<file path="src/rtl/mrc_pkg.sv">
// mrc_pkg: shared FSM state encoding, state count, counter width and default timeout for mrc_scheduler
package mrc_pkg;
    localparam int unsigned NUM_STATES      = 8;
    localparam int unsigned CNT_W           = 8;
    localparam int unsigned TIMEOUT_DEFAULT = 255;
    typedef enum logic [$clog2(NUM_STATES)-1:0] {
        IDLE, START, WAIT_X, LOAD_X, WAIT_Y, LOAD_Y, WAIT_RDY, RESP
    } state_t;
endpackage

</file>
<file path="src/rtl/rr_arb2.sv">
// rr_arb2: two-way round-robin arbiter; the requester not granted last wins a tie
// ports: valid0/valid1 requests, last_grant previous winner, enable gates the grant,
//        grant_id winning index, grant_valid a grant is issued
module rr_arb2 (
    input  logic valid0,
    input  logic valid1,
    input  logic last_grant,
    input  logic enable,
    output logic grant_id,
    output logic grant_valid
);
    assign grant_valid = enable && (valid0 || valid1);
    assign grant_id    = (valid0 && valid1) ? !last_grant : valid1;
endmodule

</file>
<file path="src/rtl/mrc_scheduler.sv">
// mrc_scheduler: arbitrates two requesters and sequences start/load pulses into the MRC datapath
// ports: reqN_* command handshake per requester, rsp_* response handshake,
//        mrc_start/mrc_load/mrc_op/mrc_data drive the datapath, mrc_x/mrc_y/mrc_ready/mrc_error/mrc_result
//        come back from it, busy is high outside IDLE
module mrc_scheduler
    import mrc_pkg::*;
#(
    parameter int unsigned      WORD_LENGTH = 16,
    parameter logic [CNT_W-1:0] TIMEOUT     = CNT_W'(TIMEOUT_DEFAULT)
) (
    input  logic                     clk,
    input  logic                     reset,
    input  logic                     req0_valid,
    input  logic                     req0_op,
    input  logic [WORD_LENGTH-1:0]   req0_x,
    input  logic [WORD_LENGTH-1:0]   req0_y,
    output logic                     req0_ready,
    input  logic                     req1_valid,
    input  logic                     req1_op,
    input  logic [WORD_LENGTH-1:0]   req1_x,
    input  logic [WORD_LENGTH-1:0]   req1_y,
    output logic                     req1_ready,
    output logic                     rsp_valid,
    input  logic                     rsp_ready,
    output logic                     rsp_id,
    output logic [2*WORD_LENGTH-1:0] rsp_result,
    output logic                     rsp_error,
    output logic                     rsp_timeout,
    output logic                     mrc_start,
    output logic                     mrc_load,
    output logic                     mrc_op,
    output logic [WORD_LENGTH-1:0]   mrc_data,
    input  logic                     mrc_x,
    input  logic                     mrc_y,
    input  logic                     mrc_ready,
    input  logic                     mrc_error,
    input  logic [2*WORD_LENGTH-1:0] mrc_result,
    output logic                     busy
);
    state_t                   state_q, state_d;
    logic [CNT_W-1:0]         cnt_q, cnt_d;
    logic                     last_grant_q, last_grant_d;
    logic [WORD_LENGTH-1:0]   x_q, x_d, y_q, y_d, mrc_data_q, mrc_data_d;
    logic [1:0]               req_ready_q, req_ready_d;
    logic                     rsp_valid_q, rsp_valid_d, rsp_id_q, rsp_id_d;
    logic [2*WORD_LENGTH-1:0] rsp_result_q, rsp_result_d;
    logic                     rsp_error_q, rsp_error_d, rsp_timeout_q, rsp_timeout_d;
    logic                     mrc_start_q, mrc_start_d, mrc_load_q, mrc_load_d, mrc_op_q, mrc_op_d;
    logic                     grant_id, grant_valid, flag, expired;

    rr_arb2 u_arb (
        .valid0      (req0_valid),
        .valid1      (req1_valid),
        .last_grant  (last_grant_q),
        .enable      (state_q == IDLE),
        .grant_id    (grant_id),
        .grant_valid (grant_valid)
    );

    always_comb begin
        flag          = (state_q == WAIT_X) ? mrc_x : (state_q == WAIT_Y) ? mrc_y : mrc_ready;
        expired       = cnt_q == TIMEOUT - CNT_W'(1);
        state_d       = state_q;
        last_grant_d  = last_grant_q;
        x_d           = x_q;
        y_d           = y_q;
        req_ready_d   = 2'b00;
        rsp_id_d      = rsp_id_q;
        rsp_result_d  = rsp_result_q;
        rsp_error_d   = rsp_error_q;
        rsp_timeout_d = rsp_timeout_q;
        mrc_op_d      = mrc_op_q;
        case (state_q)
            IDLE: if (grant_valid) begin
                state_d      = START;
                last_grant_d = grant_id;
                rsp_id_d     = grant_id;
                req_ready_d  = grant_id ? 2'b10 : 2'b01;
                mrc_op_d     = grant_id ? req1_op : req0_op;
                x_d          = grant_id ? req1_x : req0_x;
                y_d          = grant_id ? req1_y : req0_y;
            end
            START:  state_d = WAIT_X;
            LOAD_X: state_d = mrc_op_q ? WAIT_RDY : WAIT_Y;
            LOAD_Y: state_d = WAIT_RDY;
            WAIT_X, WAIT_Y, WAIT_RDY:
                if (flag) begin
                    state_d = (state_q == WAIT_X) ? LOAD_X : (state_q == WAIT_Y) ? LOAD_Y : RESP;
                    if (state_q == WAIT_RDY) begin
                        rsp_result_d  = mrc_result;
                        rsp_error_d   = mrc_error;
                        rsp_timeout_d = 1'b0;
                    end
                end else if (expired) begin
                    state_d       = RESP;
                    rsp_result_d  = '0;
                    rsp_error_d   = 1'b1;
                    rsp_timeout_d = 1'b1;
                end
            RESP:    if (rsp_ready) state_d = IDLE;
            default: state_d = IDLE;
        endcase
        // every WAIT_* state is entered from a different state, so any change restarts the count
        cnt_d       = (state_d != state_q) ? '0 : cnt_q + CNT_W'(1);
        mrc_start_d = state_d == START;
        mrc_load_d  = (state_d == LOAD_X) || (state_d == LOAD_Y);
        mrc_data_d  = (state_d == LOAD_X) ? x_q : (state_d == LOAD_Y) ? y_q : mrc_data_q;
        rsp_valid_d = state_d == RESP;
    end

    always_ff @(posedge clk) begin
        if (reset) begin
            state_q       <= IDLE;
            cnt_q         <= '0;
            last_grant_q  <= 1'b1;
            x_q           <= '0;
            y_q           <= '0;
            req_ready_q   <= 2'b00;
            rsp_valid_q   <= 1'b0;
            rsp_id_q      <= 1'b0;
            rsp_result_q  <= '0;
            rsp_error_q   <= 1'b0;
            rsp_timeout_q <= 1'b0;
            mrc_start_q   <= 1'b0;
            mrc_load_q    <= 1'b0;
            mrc_op_q      <= 1'b0;
            mrc_data_q    <= '0;
        end else begin
            state_q       <= state_d;
            cnt_q         <= cnt_d;
            last_grant_q  <= last_grant_d;
            x_q           <= x_d;
            y_q           <= y_d;
            req_ready_q   <= req_ready_d;
            rsp_valid_q   <= rsp_valid_d;
            rsp_id_q      <= rsp_id_d;
            rsp_result_q  <= rsp_result_d;
            rsp_error_q   <= rsp_error_d;
            rsp_timeout_q <= rsp_timeout_d;
            mrc_start_q   <= mrc_start_d;
            mrc_load_q    <= mrc_load_d;
            mrc_op_q      <= mrc_op_d;
            mrc_data_q    <= mrc_data_d;
        end
    end

    assign req0_ready  = req_ready_q[0];
    assign req1_ready  = req_ready_q[1];
    assign rsp_valid   = rsp_valid_q;
    assign rsp_id      = rsp_id_q;
    assign rsp_result  = rsp_result_q;
    assign rsp_error   = rsp_error_q;
    assign rsp_timeout = rsp_timeout_q;
    assign mrc_start   = mrc_start_q;
    assign mrc_load    = mrc_load_q;
    assign mrc_op      = mrc_op_q;
    assign mrc_data    = mrc_data_q;
    assign busy        = state_q != IDLE;
endmodule
</file>
<file path="config.mk">
export PLATFORM = sky130hd
export DESIGN_NAME = mrc_scheduler
export DESIGN_NICKNAME = d
export VERILOG_FILES = /design/src/rtl/mrc_pkg.sv /design/src/rtl/rr_arb2.sv /design/src/rtl/mrc_scheduler.sv
export SDC_FILE = /design/constraint.sdc
export NUM_CORES = 1
export LEC_CHECK = 0
export BUFFER_PORTS_ARGS = -buffer_cell sky130_fd_sc_hd__buf_2
export CAP_MARGIN = 20
export CORE_MARGIN = 2
export CORE_UTILIZATION = 48
export CTS_CLUSTER_SIZE = 8
export DETAILED_ROUTE_END_ITERATION = 8
export GPL_TIMING_DRIVEN = 0
export PLACE_DENSITY = 0.78
export SYNTH_ARGS = -nofsm -noshare
export SYNTH_HDL_FRONTEND = slang
export SYNTH_HIERARCHICAL = 1
export SYNTH_SLANG_ARGS = --single-unit
</file>
<file path="constraint.sdc">
create_clock -name clk -period 2.65 [get_ports clk]
set_input_delay 0.1325 -clock clk [delete_from_list [all_inputs] [get_ports clk]]
set_output_delay 0.1325 -clock clk [all_outputs]
set_load 0.01 [all_outputs]
</file>
==> out/metrics.yaml <==
job:
  maxCapViolations: 0
setup_path:
  worst_ep_arrival_time_ns: 2.82
  critical_path.cell_chain: "buf_2 > inv_2 > a2111o_1 > a2111oi_1 > o21a_1 > nor2_1 > clkbuf_1 > a22o_1"
  critical-path-top-delay-family: "compound AO/OA/AOI/OAI gates"
  timing.critical_path.buf_inv: 3
  worst-path-max-fanout: 10
  timing.critical_path.slowest_cell_delay_ns: 0.45
  criticalPathCategory: "reg2reg"
  crit_path_start_kind: "flop"
  critPathSlowestCell: "a2111oi_1"
  crit_path_end_kind: "flop"
  timing.critical_path.required_ns: 2.90
timing:
  report.final.hold_viol_count: 0
  fin_crit_ns: 2.56
  timing.max_slew.rel_slack_pct: 50.2
  report.final.setup_viol: 0
  grt_setup_unrepaired: "yes"
  maxClockFrequency_mhz: 390
  worst_slew_pin_slew_ns: 0.747
  fin_crit_sh_pct: 96.8
  fin_worst_skew_ns: 0.0139
  maxSlewViolCount: 0
grt:
  grt_max_degree: 19
  initial_antenna_violation_count: 0
  grt_util_met3_pct: 4.55
  grt.met1_usage_pct: 30.1
  global_route.usage.total_pct: 23.1
  global_route.usage.met2_pct: 38.8
  globalRouteOverflowTotal: 0
  via_count_of_the_first_global_routing_pass: 3637
  grt_first_pass_wirelength_mm: 17.8
  globalRoute.busiestLayer: "met2"
yosys:
  synthXorXnorAreaFrac_pct: 1.27
  asyncSetResetFlopFracSynth_pct: 0
  synth.lib_cells_used.distinct: 45
  synth_top_area_share_pct: 49.0
  netlist_area_um2: 4130
  synth_top_area_cell: "dfxtp_1"
  muxShareOfSynthArea_pct: 11.9
  synth_top_cells_by_area: "dfxtp_1, mux2i_1, a211oi_1, a22o_1, nor2_1"
  synth_seq_area_share_pct: 49.0
  ys_warn_count: 6
  synthesis.area_per_instance_um2: 10.1
  synth-seq-cells: 101
  count_of_flip_flops_with_a_built_in_enable_after_synthesis: 0
  yosys_most_used_dff: "dfxtp_1"
  synth-simple-area-share_pct: 11.2
  synth_adder_area_share_pct: 0.606
  dominant_combinational_cell_family_by_area_after_synthesis: "compound AO/OA/AOI/OAI gates"
  syn-instance-count: 410
  synthesized_net_count: 519
  synth-compound-area-share_pct: 22.2
pwr:
  power.share.clock_pct: 23.7
  cell_internal_pwr_uw: 2600
  power.switching_uw: 1340
  combinationalPowerShare_pct: 28.4
  seqPwrFrac_pct: 47.9
  powerDensity_nw_per_um2: 704
  swShare_pct: 34.0
  p_leak_uw: 0.00247
  power_after_layout_uw: 3940
  vdd_ir_drop_max_uv: 360
cells_and_area:
  final_design_area_no_fill_um2: 5600
  drive_above_1_share_pct: 33.9
  final_cell_count_no_fill: 724
  antenna_cells: 0
  final_net_count: 723
  most-common-layout-cells: "buf_2, dfxtp_1, nor2_1"
  syn2layout_area_growth_pct: 35.5
  final_common_cell: "buf_2"
place:
  port_buffers: 163
  gpl.final_weighted_congestion: 0.913
  placement.cell_area_um2: 5080
  detailed_place_hpwl_mm: 7.96
  place_inst: 678
clock_tree:
  tritoncts_clock_tree: "built"
  insertion_delay_ns: 0.36
  cts_inserted_buffers: 9
  cts_root_buf: "clkbuf_8"
  cts-htree-levels: 3
  clockBufferDepth: 2
  clock_sinks: 101
  cts.clk_slew.worst_paths_ns: 0.10
detailed_routing:
  routed_via_density: 5.37
  avgRoutedWirePerCell_um: 15.1
  total_drc_errors_in_the_routed_layout: 0
  postRouteWirelength_mm: 11.0
  drt-pass1-iter-count: 4
  vias: 3887
  dr.first_iter.drc_count: 129
  ant_nets: 0
floorplan:
  design.die.area_um2: 9360
  floorplan.die.width_um: 96.8
  initial_core_util_pct: 49.8
  floorplan.io_pins: 165
  die_y_um: 96.8
  fp.coreArea_um2: 8300
  placementRows: 33
worst_hold_path:
  hold_path_class: "in2reg"
status:
  run_status: "complete, no violations"
[path summary, 6_finish.rpt]
path	slack (ns)	endpoint	startpoint	cells after the start
setup / recovery	0.09	rsp_result[23]	state_q[2]	8
hold / removal	0.03	rsp_result[17]	mrc_result[17]	2
setup reg to reg	0.09	rsp_result[23]	state_q[2]	8
hold reg to reg	0.47	rsp_id	rsp_id	2
[Yosys cell counts, drive strengths merged, types with 4 or more instances]
cell type  count
a211oi        50
a21oi         20
a22o          32
buf           10
clkbuf        24
dfxtp        101
mux2i         49
nand2          8
nand3          6
nor2          61
nor2b          4
nor3           4
[metal layers]
metal	wire, um	part of all wire (%)
met1	4900	45
met2	5220	48
met3	693	6.3
met4	142	1.3
met5	0	0
[state kept, by name, summed over array words and instances (netlist names)]
signal	flops
rsp_result	32
mrc_data	16
x_q	16
y_q	16
cnt_q	8
state_q	3
req_ready_q	2
last_grant_q	1
mrc_load	1
mrc_op	1
mrc_start	1
rsp_error	1
rsp_id	1
rsp_timeout	1
rsp_valid	1
[through the flow]
stage                     util (%)  worst slack (ns)  hold slack [ns]  TNS, ns
final                         67.5            0.0854           0.0334        0
after global placement        61.2            0.0736            0.344        0
after CTS                     67.2            0.0439          0.00814        0
after global routing          67.5           -0.0135           0.0263  -0.0663
after detailed placement      61.2          -0.00779            0.347  -0.0109
after floorplan                  -             0.460            0.258        0
[kinds of logic after synthesis]
family / after synthesis
xor gates and xnor gates: 6
adders and majority gates: 2
DFF: 101
buffers and inverters: 37
and+or+nand+nor: 100
muxes: 49
AOI/OAI and AO/OA: 115
[layout make-up]
type / count / area [um2]
Multi-Input combinational cell: 272 / 1960
Buffer: 34 / 158
Timing Repair Buffer: 193 / 1120
Clock buffer: 10 / 138
Clock inverter: 6 / 58.8
Inverter: 3 / 11.3
Sequential cell: 101 / 2020
Tap cell: 105 / 131
Fill cell: 660 / 2700
[repair_timing]
| item | CTS | global route |
|---|---|---|
| endpoints found under the hold margin | 30 | 0 |
| hold buffers | 30 | 0 |
| endpoints found under the setup margin | 5 | 61 |
| gates resized for setup | 1 | 14 |
| setup buffers | 0 | 0 |
[power by group through the flow]
stage          Clock [uW]  Combinational [uW]  Sequential, uW
3_3_place_gp            0                1040            1910
6_report              933                1120            1890
5_1_grt              1020                1250            1910
4_1_cts               955                1110            1880
3_5_place_dp            0                1070            1920
2_1_floorplan           0                 732            1900
No activity file was read; power rests on OpenSTA's default activity.
